[src/rtl/fib_pkg.sv]
// Shared definitions for the Fibonacci job scheduler: FSM state encoding
// and default sizing constants.
package fib_pkg;

    // Default number of requesters sharing the engine (legal range 2..8)
    localparam int DEF_NREQ = 4;
    // Default width of a requested index n
    localparam int DEF_NW   = 5;
    // Default width of the result value
    localparam int DEF_VW   = 13;

    // Scheduler FSM states
    typedef enum logic [1:0] {
        ST_IDLE = 2'd0,
        ST_LOAD = 2'd1,
        ST_RUN  = 2'd2,
        ST_DONE = 2'd3
    } fib_state_t;

    // Round-robin successor of requester index id among nreq requesters
    function automatic int unsigned rr_succ(input int unsigned id, input int unsigned nreq);
        return (id + 1 >= nreq) ? 0 : id + 1;
    endfunction

endpackage

[src/rtl/fib_core.sv]
// Fibonacci iteration engine: holds prev/cur/cnt, initialises on init,
// advances one term per step, and reports when cnt has reached the
// requested index. With FIB_SCHED_OVF_EN defined it also tracks whether
// prev has ever exceeded the VW-bit range.
module fib_core
    import fib_pkg::*;
#(
    parameter int NW = DEF_NW,
    parameter int VW = DEF_VW
) (
    input  logic          clock,
    input  logic          reset,
    input  logic          init,
    input  logic          step,
    input  logic [NW-1:0] n,
    output logic [VW-1:0] prev,
    output logic          at_end,
    output logic          ovf_job
);

    logic [VW-1:0] cur;
    logic [VW-1:0] sum;
    logic [NW-1:0] cnt;

    // Compare before increment so n = 2^NW-1 finishes without cnt wrapping
    assign at_end = (cnt == n);

`ifdef FIB_SCHED_OVF_EN
    logic carry;
    logic cur_ovf;
    logic prev_ovf;

    // Next term with carry out of the VW-bit addition
    always_comb begin
        {carry, sum} = {1'b0, cur} + {1'b0, prev};
    end

    // cur_ovf is sticky over any carry; prev_ovf follows it one term behind,
    // so it only rises once the overflowed term has shifted into prev
    always_ff @(posedge clock or posedge reset) begin
        if (reset) begin
            cur_ovf  <= 1'b0;
            prev_ovf <= 1'b0;
        end else if (init) begin
            cur_ovf  <= 1'b0;
            prev_ovf <= 1'b0;
        end else if (step) begin
            cur_ovf  <= cur_ovf | carry;
            prev_ovf <= cur_ovf;
        end
    end

    assign ovf_job = prev_ovf;
`else
    // Next term, wrapping modulo 2^VW
    always_comb begin
        sum = cur + prev;
    end

    assign ovf_job = 1'b0;
`endif

    // Engine registers: load F(0)/F(1) on init, shift one term per step
    always_ff @(posedge clock or posedge reset) begin
        if (reset) begin
            prev <= '0;
            cur  <= '0;
            cnt  <= '0;
        end else if (init) begin
            prev <= '0;
            cur  <= VW'(1);
            cnt  <= '0;
        end else if (step) begin
            prev <= cur;
            cur  <= sum;
            cnt  <= cnt + NW'(1);
        end
    end

endmodule

[src/rtl/fib_sched.sv]
// Fibonacci job scheduler: round-robin arbitration of NREQ requesters onto
// one shared fib_core, a four-state control FSM and registered result
// outputs. Optional overflow detection/saturation via FIB_SCHED_OVF_EN.
module fib_sched
    import fib_pkg::*;
#(
    parameter int NREQ = DEF_NREQ,
    parameter int NW   = DEF_NW,
    parameter int VW   = DEF_VW
) (
    input  logic                     clock,
    input  logic                     reset,
    input  logic [NREQ-1:0]          req,
    input  logic [NREQ*NW-1:0]       n_in,
    output logic                     busy,
    output logic                     done,
    output logic [$clog2(NREQ)-1:0]  done_id,
    output logic [VW-1:0]            value,
    output logic                     ovf
);

    localparam int IDW = $clog2(NREQ);

    fib_state_t    state;
    fib_state_t    state_next;

    logic [IDW-1:0] ptr;
    logic [IDW-1:0] id_q;
    logic [NW-1:0]  n_q;

    logic           grant_valid;
    logic [IDW-1:0] grant_id;
    logic [IDW:0]   scan_idx;

    logic           grant_en;
    logic           core_init;
    logic           core_step;
    logic [VW-1:0]  core_prev;
    logic           core_at_end;
    logic           core_ovf;

    // Round-robin pick: first requester set, scanning upward from ptr with wrap
    always_comb begin
        grant_valid = 1'b0;
        grant_id    = '0;
        scan_idx    = '0;
        for (int unsigned k = 0; k < NREQ; k++) begin
            scan_idx = {1'b0, ptr} + (IDW+1)'(k);
            if (scan_idx >= (IDW+1)'(NREQ)) begin
                scan_idx = scan_idx - (IDW+1)'(NREQ);
            end
            if (!grant_valid && req[scan_idx[IDW-1:0]]) begin
                grant_valid = 1'b1;
                grant_id    = scan_idx[IDW-1:0];
            end
        end
    end

    // FSM state register
    always_ff @(posedge clock or posedge reset) begin
        if (reset) begin
            state <= ST_IDLE;
        end else begin
            state <= state_next;
        end
    end

    // FSM next-state logic
    always_comb begin
        state_next = state;
        case (state)
            ST_IDLE: if (grant_valid) state_next = ST_LOAD;
            ST_LOAD: state_next = ST_RUN;
            ST_RUN:  if (core_at_end) state_next = ST_DONE;
            ST_DONE: state_next = ST_IDLE;
            default: state_next = ST_IDLE;
        endcase
    end

    // FSM outputs: busy flag and engine/arbiter controls
    always_comb begin
        busy      = (state != ST_IDLE);
        grant_en  = (state == ST_IDLE) && grant_valid;
        core_init = (state == ST_LOAD);
        core_step = (state == ST_RUN) && !core_at_end;
    end

    // Latch winner and its index at grant; later req/n_in changes are ignored
    always_ff @(posedge clock or posedge reset) begin
        if (reset) begin
            ptr  <= '0;
            id_q <= '0;
            n_q  <= '0;
        end else if (grant_en) begin
            ptr  <= IDW'(rr_succ(int'(grant_id), NREQ));
            id_q <= grant_id;
            n_q  <= n_in[grant_id*NW +: NW];
        end
    end

    fib_core #(
        .NW (NW),
        .VW (VW)
    ) u_core (
        .clock   (clock),
        .reset   (reset),
        .init    (core_init),
        .step    (core_step),
        .n       (n_q),
        .prev    (core_prev),
        .at_end  (core_at_end),
        .ovf_job (core_ovf)
    );

    // Result registers: one-cycle done pulse, value/id/ovf held until next job
    always_ff @(posedge clock or posedge reset) begin
        if (reset) begin
            done    <= 1'b0;
            done_id <= '0;
            value   <= '0;
            ovf     <= 1'b0;
        end else begin
            done <= 1'b0;
            if (state == ST_DONE) begin
                done    <= 1'b1;
                done_id <= id_q;
                ovf     <= core_ovf;
`ifdef FIB_SCHED_OVF_EN
                value   <= core_ovf ? '1 : core_prev;
`else
                value   <= core_prev;
`endif
            end
        end
    end

endmodule

[config.mk]
export PLATFORM = sky130hd
export DESIGN_NAME = fib_sched
export DESIGN_NICKNAME = d
export VERILOG_FILES = /design/src/rtl/fib_pkg.sv /design/src/rtl/fib_core.sv /design/src/rtl/fib_sched.sv
export SDC_FILE = /design/constraint.sdc
export NUM_CORES = 1
export LEC_CHECK = 0
export ABC_CLOCK_PERIOD_IN_PS = 2000
export CAP_MARGIN = 30
export CORE_UTILIZATION = 40
export CTS_CLUSTER_DIAMETER = 200
export DETAILED_ROUTE_END_ITERATION = 6
export MAX_ROUTING_LAYER = met4
export PLACE_DENSITY = 0.73
export SYNTH_ARGS = -nofsm -noshare
export SYNTH_HDL_FRONTEND = slang
export SYNTH_SLANG_ARGS = --single-unit
export TNS_END_PERCENT = 10
[constraint.sdc]
create_clock -name clock -period 2 [get_ports clock]
set_input_delay 0.4 -clock clock [delete_from_list [all_inputs] [get_ports clock]]
set_output_delay 0.4 -clock clock [all_outputs]
set_load 0.03 [all_outputs]
==> results.sh <==
export IMPL_drc=0
export IMPL_tritoncts="done"
export IMPL_cts_root_buf="clkbuf_8"
export IMPL_setup_viol=5
export IMPL_clock_latency_ps=340
export IMPL_clk_pin_slew_ps=70
export IMPL_area_delta_synth_final_pct=35.1
export IMPL_avgSynthCellArea_sq_um=9.97
export IMPL_critPathSlowestCell="dfrtp_1"
export IMPL_grt_pass1_vias=2731
export IMPL_dieArea_sq_um=8340
export IMPL_grt_pass1_wl_um=12100
export IMPL_core_sq_um=7730
export IMPL_synth_cells=320
export IMPL_synth_top_flop_cell="dfrtp_1"
export IMPL_htreeDepth=3
export IMPL_path_cells="ha_2 > inv_2 > fa_2 > nor2b_2 > o31a_1 > buf_6 > o21a_1 > buf_4 > xnor2_1 > a211oi_2"
export IMPL_dp_hpwl_um=4750
export IMPL_post_route_period_util_pct=108
export IMPL_cts_sinks=58
export IMPL_end_kind="register"
export IMPL_fp_dieW_um=91.3
export IMPL_cp_num_buf_inv=3
export IMPL_synth_edff_count=0
export IMPL_rows=32
export IMPL_routedWlPerCell_um=13.4
export IMPL_fin_crit_ps=2160
export IMPL_initial_core_util_pct=41.3
export IMPL_portBuffers=42
export IMPL_power_leakage_nw=2.05
export IMPL_layout_common_cells="dfrtp_1 (58), nand2_1 (43), buf_4 (43)"
export IMPL_ir_worst_vdd_mv=0.555
export IMPL_nNetsFinal=447
export IMPL_fin_area_sq_um=4310
export IMPL_clockBufferDepth=2
export IMPL_worst_pin_slew_ps=796
export IMPL_grt_max_degree=59
export IMPL_async_flop_share_pct=100
export IMPL_vias=2621
export IMPL_critPathKind="register to register"
export IMPL_finClkSkew_ps=4.42
export IMPL_grt_util_all_layers_pct=18.8
export IMPL_nFillCells=668
export IMPL_layout_setup_ws_ps=-159
export IMPL_required_ps=2190
export IMPL_p_per_area_nw_per_um2=1320
export IMPL_drt_iter0_drc=162
export IMPL_drive_above_1_share_pct=25.0
export IMPL_postRouteAntennaNets=0
export IMPL_cts_hold_buf=0
export IMPL_worstPathMaxFanout=3
export IMPL_diodes=0
export IMPL_multi_input_area_sq_um=1700
export IMPL_fmax_mhz=463
export IMPL_critPathLaunchType="register"
export IMPL_status="finished, violations left"
export IMPL_overflow=0
export IMPL_max_slew_margin_rel_pct=46.9
export IMPL_hp_class="primary input to asynchronous set/reset pin"
export IMPL_firstDrtPassIters=4
export IMPL_mappedNetlistArea_sq_um=3190
export IMPL_dpl_instance_area_sq_um=4040
export IMPL_antenna_found_initial=0
export IMPL_yosys_warnings=0
export IMPL_tns_ps=-532
export IMPL_numCtsBuffers=9
export IMPL_via_per_inst=5.14
export IMPL_maxSlewViolCount=0
export IMPL_io_pins=44
export IMPL_hold_viol=0
export IMPL_gp_congestion=0.827
export IMPL_path_delay_family="compound AO/OA/AOI/OAI gates"
export IMPL_synth_nets=364
export IMPL_worstPathArrival_ps=2350
export IMPL_synth_seq_cells=58
export IMPL_ys_seq_area_share_pct=45.5
export IMPL_max_stage_delay_ps=400
export IMPL_violations="setup timing"
export IMPL_seq_area_sq_um=1450
export IMPL_die_y_um=91.3
export IMPL_yosysUniqueCellTypes=43
export IMPL_max_cap_violations=0
export IMPL_post_cts_setup_buffer_count=0
export IMPL_wl_um=6860
export IMPL_grt_setup_unrepaired="yes"
export IMPL_final_common_cell="dfrtp_1"
==> worst reg2reg max path, stage by stage (launching register included) <==
cell and delay [ps]:
dfrtp_1 400, ha_2 200, inv_2 60, fa_2 200
nor2b_2 50, o31a_1 270, buf_6 130, o21a_1 200
buf_4 140, xnor2_1 250, a211oi_2 120
==> per-stage QoR <==
| stage | setup WS [ps] | power (mW) | hold WS (ps) | instances | utilization (%) |
|---|---|---|---|---|---|
| final | -159 | 5.69 | 438 | 510 | 55.8 |
| after global routing | -254 | 6.06 | 481 | 510 | 55.8 |
| after floorplan | -64.9 | 3.50 | 469 | 320 | - |
| after global placement | -339 | 4.33 | 488 | 494 | 52.3 |
| after CTS | -155 | 5.70 | 453 | 510 | 55.4 |
| after detailed placement | -449 | 4.44 | 491 | 494 | 52.3 |
==> where the power goes <==
group	internal (mW)	total [mW]	switching (mW)
clock network	0.731	1.20	0.464
registers	1.51	1.77	0.259
logic	1.25	2.73	1.48
total	3.48	5.69	2.20
==> registers in the layout (all words and copies together) (netlist names) <==
register / flops
done: 1
done_id: 2
id_q: 2
n_q: 5
ptr: 2
state: 2
u_core.cnt: 5
u_core.cur: 13
u_core.prev: 13
value: 13
==> kinds of logic after synthesis <==
kind of cell	count (synthesis)	synth area share, %
buf+inv	28	3.69
flops	58	45.5
simple gates	100	14.7
xor+xnor	14	3.84
fa+ha+maj	18	7.29
compound gates	66	12.9
mux	35	11.9
other cells	1	0.118
==> timing repair <==
item | 4_1_cts | 5_1_grt
resized for setup | 13 | 12
endpoints found under the setup margin | 12 | 14
pin swaps | 2 | 2
==> worst paths after layout <==
check,startpoint,endpoint,slack (ps),cells after the start
min reg2reg,value[4]$_DFFE_PP0P_,value[4]$_DFFE_PP0P_,500,1
min,reset,done$_DFF_PP0_,440,3
max,u_core.prev[0]$_DFFE_PP0P_,u_core.cur[8]$_DFFE_PP0P_,-160,10
min in group clock,value[4]$_DFFE_PP0P_,value[4]$_DFFE_PP0P_,500,1
max reg2reg,u_core.prev[0]$_DFFE_PP0P_,u_core.cur[8]$_DFFE_PP0P_,-160,10
max in group asynchronous,reset,u_core.prev[5]$_DFFE_PP0P_,1300,3
==> routing by layer <==
layer	vias up	wire [um]	GRT usage [%]
met5	-	0	-
met4	0	109	7.41
met3	11	183	3.27
met2	41	3510	32.3
met1	1278	3060	21.9
li1	1291	-	-
==> area by class of cell <==
| cell class | count | area share [%] |
|---|---|---|
| clock buffer | 11 | 3.28 |
| clock inverter | 5 | 1.80 |
| inverter | 13 | 1.13 |
| multi-input combinational | 234 | 39.3 |
| sequential | 58 | 33.7 |
| tap | 102 | 2.96 |
| timing repair buffer | 87 | 17.8 |
==> cell usage after synthesis (2+ instances only) <==
master / count / area share [%]
a211oi_1: 2 / 0.47
a21o_1: 4 / 0.94
a21oi_1: 29 / 4.5
a31oi_1: 5 / 0.98
and3_1: 2 / 0.39
clkbuf_1: 12 / 1.4
dfrtp_1: 58 / 45
ha_1: 17 / 6.7
inv_1: 13 / 1.5
mux2_2: 23 / 8.1
mux2i_1: 12 / 3.8
nand2_1: 43 / 5.1
nand2b_1: 3 / 0.59
nand3_1: 7 / 1.1
nand3b_1: 5 / 1.2
nand4_1: 4 / 0.78
nand4b_1: 2 / 0.55
nor2_1: 21 / 2.5
nor2b_1: 3 / 0.59
nor3_1: 3 / 0.47
nor3b_1: 2 / 0.47
o21a_1: 5 / 1.2
o21ai_0: 7 / 1.1
o21ai_1: 4 / 0.63
o22ai_1: 2 / 0.39
or4_1: 3 / 0.71
xnor2_1: 7 / 1.9
xor2_1: 7 / 1.9
Power figures use the tool's default switching activity.
